[src/rtl/frontend_pkg.sv]
// Shared frontend types: the fetch-queue entry, the realign drain states and
// the RVC parcel test.
package frontend_pkg;

  localparam int unsigned FE_VLEN = 32;

  typedef struct packed {
    logic [FE_VLEN-1:0] addr;
    logic [31:0]        data;
  } fetch_entry_t;

  typedef enum logic {
    EMPTY = 1'b0,
    HALF  = 1'b1
  } drain_state_e;

  // A parcel whose two low bits are not 2'b11 starts a 16-bit instruction.
  function automatic logic is_rvc(logic [15:0] parcel);
    return parcel[1:0] != 2'b11;
  endfunction

endpackage

[src/rtl/instr_realign_drain.sv]
// Pops 32-bit fetch words, splits them into 16-bit parcels and rebuilds RVC and
// word-straddling 32-bit instructions into a registered valid/ready output slot.
module instr_realign_drain
  import frontend_pkg::*;
#(
  parameter int unsigned VLEN = 32,
  parameter bit          RVC  = 1'b1
) (
  input  logic             clk_i,
  input  logic             rst_ni,
  input  logic             flush_i,
  input  logic             fifo_empty_i,
  input  logic [VLEN+31:0] fifo_data_i,
  output logic             fifo_pop_o,
  output logic             instr_valid_o,
  input  logic             instr_ready_i,
  output logic [31:0]      instr_o,
  output logic [VLEN-1:0]  pc_o,
  output logic             is_compressed_o,
  output drain_state_e     state_o
);

  // Output slot handshake: instr_valid_o/instr_o/pc_o/is_compressed_o form one
  // registered slot. It transfers on a clock edge where instr_valid_o and
  // instr_ready_i are both high; while valid is high and ready is low the slot
  // holds every field. The slot may be (re)loaded whenever it is empty or being
  // taken in the same cycle (w_adv); nothing is popped or loaded otherwise.

  drain_state_e    r_state;
  logic [15:0]     r_half;
  logic [VLEN-1:0] r_half_pc;
  logic            r_valid;
  logic [31:0]     r_instr;
  logic [VLEN-1:0] r_pc;
  logic            r_is_c;

  drain_state_e    w_state_d;
  logic            w_adv;
  logic [VLEN-1:0] w_addr;
  logic [15:0]     w_lo;
  logic [15:0]     w_hi;
  logic            w_pop;
  logic            w_load;
  logic [31:0]     w_ld_instr;
  logic [VLEN-1:0] w_ld_pc;
  logic            w_ld_c;
  logic            w_half_we;
  logic [15:0]     w_half_d;
  logic [VLEN-1:0] w_half_pc_d;

  assign w_adv  = ~r_valid | instr_ready_i;
  assign w_addr = fifo_data_i[VLEN+31:32];
  assign w_lo   = fifo_data_i[15:0];
  assign w_hi   = fifo_data_i[31:16];

  always_comb begin
    w_state_d   = r_state;
    w_pop       = 1'b0;
    w_load      = 1'b0;
    w_ld_instr  = '0;
    w_ld_pc     = '0;
    w_ld_c      = 1'b0;
    w_half_we   = 1'b0;
    w_half_d    = r_half;
    w_half_pc_d = r_half_pc;

    unique case (r_state)
      EMPTY: begin
        if (w_adv && !fifo_empty_i) begin
          w_pop = 1'b1;
          if (!RVC) begin
            // Without RVC an odd-halfword entry carries nothing to decode.
            if (!w_addr[1]) begin
              w_load     = 1'b1;
              w_ld_instr = fifo_data_i[31:0];
              w_ld_pc    = w_addr;
            end
          end else if (!w_addr[1]) begin
            if (is_rvc(w_lo)) begin
              w_load      = 1'b1;
              w_ld_instr  = {16'h0000, w_lo};
              w_ld_pc     = w_addr;
              w_ld_c      = 1'b1;
              w_half_we   = 1'b1;
              w_half_d    = w_hi;
              w_half_pc_d = w_addr + VLEN'(2);
              w_state_d   = HALF;
            end else begin
              w_load     = 1'b1;
              w_ld_instr = fifo_data_i[31:0];
              w_ld_pc    = w_addr;
            end
          end else begin
            if (is_rvc(w_hi)) begin
              w_load     = 1'b1;
              w_ld_instr = {16'h0000, w_hi};
              w_ld_pc    = w_addr;
              w_ld_c     = 1'b1;
            end else begin
              w_half_we   = 1'b1;
              w_half_d    = w_hi;
              w_half_pc_d = w_addr;
              w_state_d   = HALF;
            end
          end
        end
      end

      HALF: begin
        if (is_rvc(r_half)) begin
          if (w_adv) begin
            w_load     = 1'b1;
            w_ld_instr = {16'h0000, r_half};
            w_ld_pc    = r_half_pc;
            w_ld_c     = 1'b1;
            w_state_d  = EMPTY;
          end
        end else if (!fifo_empty_i) begin
          if (w_addr == r_half_pc + VLEN'(2)) begin
            if (w_adv) begin
              w_pop       = 1'b1;
              w_load      = 1'b1;
              w_ld_instr  = {w_lo, r_half};
              w_ld_pc     = r_half_pc;
              w_half_we   = 1'b1;
              w_half_d    = w_hi;
              w_half_pc_d = r_half_pc + VLEN'(4);
            end
          end else begin
            // Redirected stream: the stale upper half can never complete.
            w_state_d = EMPTY;
          end
        end
      end

      default: w_state_d = EMPTY;
    endcase

    if (flush_i) begin
      w_pop     = 1'b0;
      w_load    = 1'b0;
      w_half_we = 1'b0;
      w_state_d = EMPTY;
    end
  end

  assign fifo_pop_o = w_pop;

  always_ff @(posedge clk_i or negedge rst_ni) begin
    if (!rst_ni) begin
      r_state   <= EMPTY;
      r_half    <= '0;
      r_half_pc <= '0;
    end else begin
      r_state <= w_state_d;
      if (flush_i) begin
        r_half    <= '0;
        r_half_pc <= '0;
      end else if (w_half_we) begin
        r_half    <= w_half_d;
        r_half_pc <= w_half_pc_d;
      end
    end
  end

  always_ff @(posedge clk_i or negedge rst_ni) begin
    if (!rst_ni) begin
      r_valid <= 1'b0;
      r_instr <= '0;
      r_pc    <= '0;
      r_is_c  <= 1'b0;
    end else if (flush_i) begin
      r_valid <= 1'b0;
      r_instr <= '0;
      r_pc    <= '0;
      r_is_c  <= 1'b0;
    end else if (w_load) begin
      r_valid <= 1'b1;
      r_instr <= w_ld_instr;
      r_pc    <= w_ld_pc;
      r_is_c  <= w_ld_c;
    end else if (instr_ready_i) begin
      r_valid <= 1'b0;
    end
  end

  assign instr_valid_o   = r_valid;
  assign instr_o         = r_instr;
  assign pc_o            = r_pc;
  assign is_compressed_o = r_is_c;
  assign state_o         = r_state;

endmodule

[config.mk]
export PLATFORM = sky130hd
export DESIGN_NAME = instr_realign_drain
export DESIGN_NICKNAME = d
export VERILOG_FILES = /design/src/rtl/frontend_pkg.sv /design/src/rtl/instr_realign_drain.sv
export SDC_FILE = /design/constraint.sdc
export NUM_CORES = 1
export LEC_CHECK = 0
export CORE_ASPECT_RATIO = 0.8
export CORE_MARGIN = 5
export CORE_UTILIZATION = 47
export DETAILED_ROUTE_END_ITERATION = 8
export HOLD_SLACK_MARGIN = 0.02
export PLACE_DENSITY = 0.73
export SKIP_CTS_REPAIR_TIMING = 1
export SYNTH_ARGS = -nofsm -noshare
export SYNTH_HDL_FRONTEND = slang
export SYNTH_SLANG_ARGS = --single-unit
[constraint.sdc]
create_clock -name clk_i -period 7.3 [get_ports clk_i]
set_input_delay 2.19 -clock clk_i [delete_from_list [all_inputs] [get_ports clk_i]]
set_output_delay 2.19 -clock clk_i [all_outputs]
set_load 0.005 [all_outputs]
# Word-level counts from Yosys, hierarchy flattened
# Index checks and enable logic that the tools add are counted.
classes:
  n_addsub: 3
  multipliers: 0
  div: 0
  order_cmp: 0
  n_eq_ne: 11
  shifts: 0
  n_mux: 78
  n_bitwise: 3
  n_reduce_logical: 6
op_table:
  columns: ["operator", "n"]
  rows:
  - ["two-way mux 32 bit", 28]
  - ["two-way mux 16 bit", 12]
  - ["one-hot mux 32 bit (2 select lines)", 3]
  - ["adder 32 x 2 -> 32 bit, second input constant", 2]
  - ["adder 32 x 3 -> 32 bit, second input constant", 1]
  - ["equality test 32 bit", 1]
  - ["one-hot mux 16 bit (2 select lines)", 1]
  - ["two-way mux 1 bit", 29]
  - ["one-hot mux 1 bit (2 select lines)", 5]
  - ["!= test 3 bit, second input constant", 3]
  - ["!= test 4 bit, second input constant", 2]
  - ["AND reduction 8 bit", 1]
  - ["!= test 2 bit, second input constant", 3]
  - ["!= test 3 x 2 -> 1 bit, second input constant", 2]
  - ["nonzero test 2 bit", 2]
  - ["nonzero test 3 bit", 1]
  - ["inverter 1 bit", 2]
  - ["logical AND 1 bit", 1]
  - ["logical NOT 1 bit", 1]
  - ["OR 1 bit", 1]
word_totals:
  regBits: 115
  latchBits: 0
  ram_bits: 0
  romBits: 0
  input_bits: 69
  output_inout_bits: 68
  n_memories: 0

# Logic depth before layout (Yosys ltp)
logic_depth:
  word_depth: 10
  ltp_mapped: 13
  depth_no_buf: 9

# Worst setup path before layout
# Ideal clock, no wire load.
synth_timing:
  path_type: "input to output"
  start: "input fifo_data_i[59]"
  end: "output fifo_pop_o"
  t_arrival_ps: 4531
  path_slack_ps: 579
  path_stages: 9
  cell_sequence: "xnor2_1 or2_2 a2111oi_0 nor2b_1 or4_1 or3_1 buf_2 clkbuf_1 o21ai_0"
synth_via:
  elab_chain_cells: 6
synth_lines:
  columns: ["element", "line_no", "text"]
  rows:
  - ["start: declaration", "instr_realign_drain.sv:13", "input logic [VLEN+31:0] fifo_data_i,"]
  - ["equality test 32 bit", "instr_realign_drain.sv:119", "if (w_addr == r_half_pc + VLEN'(2)) begin"]
  - ["two-way mux 1 bit", "instr_realign_drain.sv:119", null]
  - ["two-way mux 1 bit", "instr_realign_drain.sv:118", "end else if (!fifo_empty_i) begin"]
  - ["two-way mux 1 bit", "instr_realign_drain.sv:110", "if (is_rvc(r_half)) begin"]
  - ["one-hot mux 1 bit (2 select lines)", "instr_realign_drain.sv:67", "unique case (r_state)"]
  - ["two-way mux 1 bit", "instr_realign_drain.sv:139", "if (flush_i) begin"]
  - ["end: declaration", "instr_realign_drain.sv:14", "output logic fifo_pop_o,"]
# No other way between the ends.

# Final worst setup path
# Same ends and word-level chain as after synthesis.

==> impl_metrics.yaml <==
logic_synthesis:
  async_flop_share_pct: 100
  synth_nets: 902
  syn-cell-area_um2: 7460
  synth_edf_count: 0
  synth_top_area_share_pct: 38.6
  synth.area.top_cells: "dfrtp_1, mux2_2, a22o_1"
  seq_area_frac_synth_pct: 38.6
  synthCells: 831
  yosys.area.top_type: "dfrtp_1"
  synth.avg_cell_area_um2: 8.98
  ys_seq_elements: 115
  synth_cell_types: 64
  synth-main-ff-cell: "dfrtp_1"
  yosysWarnings: 0
sta:
  drv_slew: 0
  setup_viol: 0
  skew_ns: 0.0107
  hold_viol: 0
  fmaxAchievable_ghz: 0.142
  rsz0062_at_grt: "no"
  worst_pin_slew_ns: 1.18
  setup_ws_ns: 0.260
  fin_setup_tns_ns: 0
  relSlewSlack_pct: 20.8
  min_period_ns: 7.04
  period_share_pct: 96.4
cells_and_area:
  layout_common_cells: "clkdlybuf4s50_1, dfrtp_1, nand2_1, nor2_1, a21oi_1"
  final_area_um2: 9540
  fin_cells: 1159
  drive_above_1_share_pct: 11.1
  nFillCells: 1418
  syn_to_final_growth_pct: 27.9
  final_util_pct: 60.8
  final_common_cell: "clkdlybuf4s50_1"
  nNetsFinal: 1001
detailed_routing:
  wire_per_inst_um: 20.6
  ant_nets: 0
  initialDrtViolationCount: 662
  wl_um: 23900
  drc: 0
  routed.top_layer: "met4"
  routed-wl-met2_um: 10600
  drt_first_pass_iters: 5
  wl_met3_um: 1930
  vias_per_cell: 6.27
  m1WireLength_um: 10800
  vias: 7267
clock_network:
  cts_made_buffers: 17
  clk_pin_slew_ns: 0.06
  cts-root-buf: "clkbuf_16"
  cts_num_sinks: 115
  htree_levels: 4
  clock_latency_ns: 0.43
  clock_path_buffers: 2
  cts_tree: "built"
placed_design:
  pre_cts_ws_ns: -0.140
  post_dp_cell_area_um2: 8930
  gp_congestion: 0.948
  placed_cells: 1126
  post-dp-hpwl_um: 15800
  port_buffers: 136
global_route:
  grt_max_degree: 62
  grt_pass1_wl_um: 37600
  grt_pass1_vias: 6922
  antenna_found_initial: 0
  track_usage_pct: 26.0
  grt_overflow: 0
pwr:
  powerDensity_nw_per_um2: 206
  internal_power_mw: 1.41
  switchingPower_mw: 0.552
  power.clock.fraction_pct: 44.4
  ir_drop_mv: 0.160
  switching_share_pct: 28.1
  power_frac_comb_pct: 17.6
  p_leak_nw: 4.10
  seq_power_share_pct: 38.0
critical_path:
  crit_path_top_delay_cell: "or4_1"
  crit_chain: "clkdlybuf4s50_1 > xnor2_1 > or2_2 > a2111oi_1 > nor2b_1 > or4_1 > or3_1 > o21ai_0 > dlymetal6s2s_1"
  end_kind: "output pin"
  r2r-end: "pc_o[14]"
  cp.arrival_ns: 4.85
  critPathRequiredTime_ns: 5.11
  cp_max_fo: 2
  crit_family: "simple AND/OR/NAND/NOR gates"
  r2r-start: "r_half_pc[1]"
  r2r_cells: 11
  critPathKind: "input port to output pin"
  start_kind: "input port"
  r2r_slack_ns: 2.50
  cp_num_buf_inv: 2
  cp_slowest_stage_delay_ns: 0.54
min_path:
  worstHoldStart: "instr_o[24]"
  hold_path_depth: 1
  hp-class: "register to register"
  holdPathEnd: "instr_o[24]"
die:
  initial_core_util_pct: 47.5
  die_h_um: 123
  fp.dieW_um: 151
  core_region_area_um2: 15700
  ios: 137
  rows: 41
  die_area_um2: 18500
status:
  status: "finished clean"
flow_run:
  max-cap-violations: 0
==> power groups by stage <==
stage	combinational (mW)	sequential (mW)	clock (mW)
after global placement	0.338	0.753	0
after floorplan	0.210	0.721	0
final	0.345	0.747	0.871
after detailed placement	0.342	0.755	0
after CTS	0.344	0.744	0.880
after global routing	0.375	0.753	0.907
==> per-layer routing <==
layer	global-route usage, %	vias to the layer above
met5	0	-
met4	9.46	0
met3	5.98	59
met2	38.4	340
met1	37.2	3568
li1	-	3300
==> worst max path at each step <==
stage                            end            start  cells past startpoint  slack, ns
after floorplan           fifo_pop_o  fifo_data_i[59]                      9       0.58
after global placement    fifo_pop_o  fifo_data_i[59]                      9      -0.14
after detailed placement  fifo_pop_o  fifo_data_i[59]                      9      -0.14
after CTS                 fifo_pop_o  fifo_data_i[59]                      9      -0.14
after global routing      fifo_pop_o  fifo_data_i[59]                      9       0.15
final                     fifo_pop_o  fifo_data_i[59]                      9       0.26
==> stage by stage <==
stage / hold WS [ns] / power [mW]
floorplan: 0.469 / 0.931
global placement: 0.459 / 1.09
detailed placement: 0.464 / 1.10
CTS: 0.477 / 1.97
global route: 0.479 / 2.04
finish: 0.472 / 1.96
==> cell type report <==
type                            count  area [µm²]  area share [%]
Clock buffer                       19         453            4.75
Multi-Input combinational cell    627        4220            44.2
Sequential cell                   115        2880            30.2
Inverter                           11        41.3           0.433
Antenna cell                        1        2.50          0.0262
Tap cell                          215         269            2.82
Clock inverter                     13         156            1.64
Timing Repair Buffer              158        1530            16.0
==> synth_stat cells, drive strengths merged (2+ instances only) <==
cell type,number
nor2,60
nor3,18
o211ai,7
o31ai,5
clkbuf,56
a22oi,18
a21o,17
dfrtp,115
o22ai,2
nor4,9
o21ai,39
mux2i,2
buf,22
xor2,16
a221o,18
a2111oi,8
nand4,21
or2,4
xnor2,30
and4,2
a211o,25
mux2,31
or4,6
a21oi,50
a32oi,4
a2111o,2
nand3,35
nand2b,20
nor2b,4
a211oi,4
ha,2
a22o,30
inv,11
and2,5
a31oi,2
nand2,67
a2bb2oi,12
nand3b,3
or3,14
a32o,4
and3,19
==> state kept, by name, indices dropped and copies added, names as in the netlist <==
register	cells
instr_o	32
instr_valid_o	1
is_compressed_o	1
pc_o	32
r_half	16
r_half_pc	32
state_o	1
==> cells by family after synthesis <==
| family | synth area share [%] |
|---|---|
| XOR/XNOR | 5.40 |
| AO/OA/AOI/OAI | 25.1 |
| flip-flops | 38.6 |
| AND/OR/NAND/NOR | 20.4 |
| multiplexers | 4.95 |
| buffers and inverters | 5.23 |
| adder cells (fa/ha/maj) | 0.335 |
No activity file was read; power rests on OpenSTA's default activity.
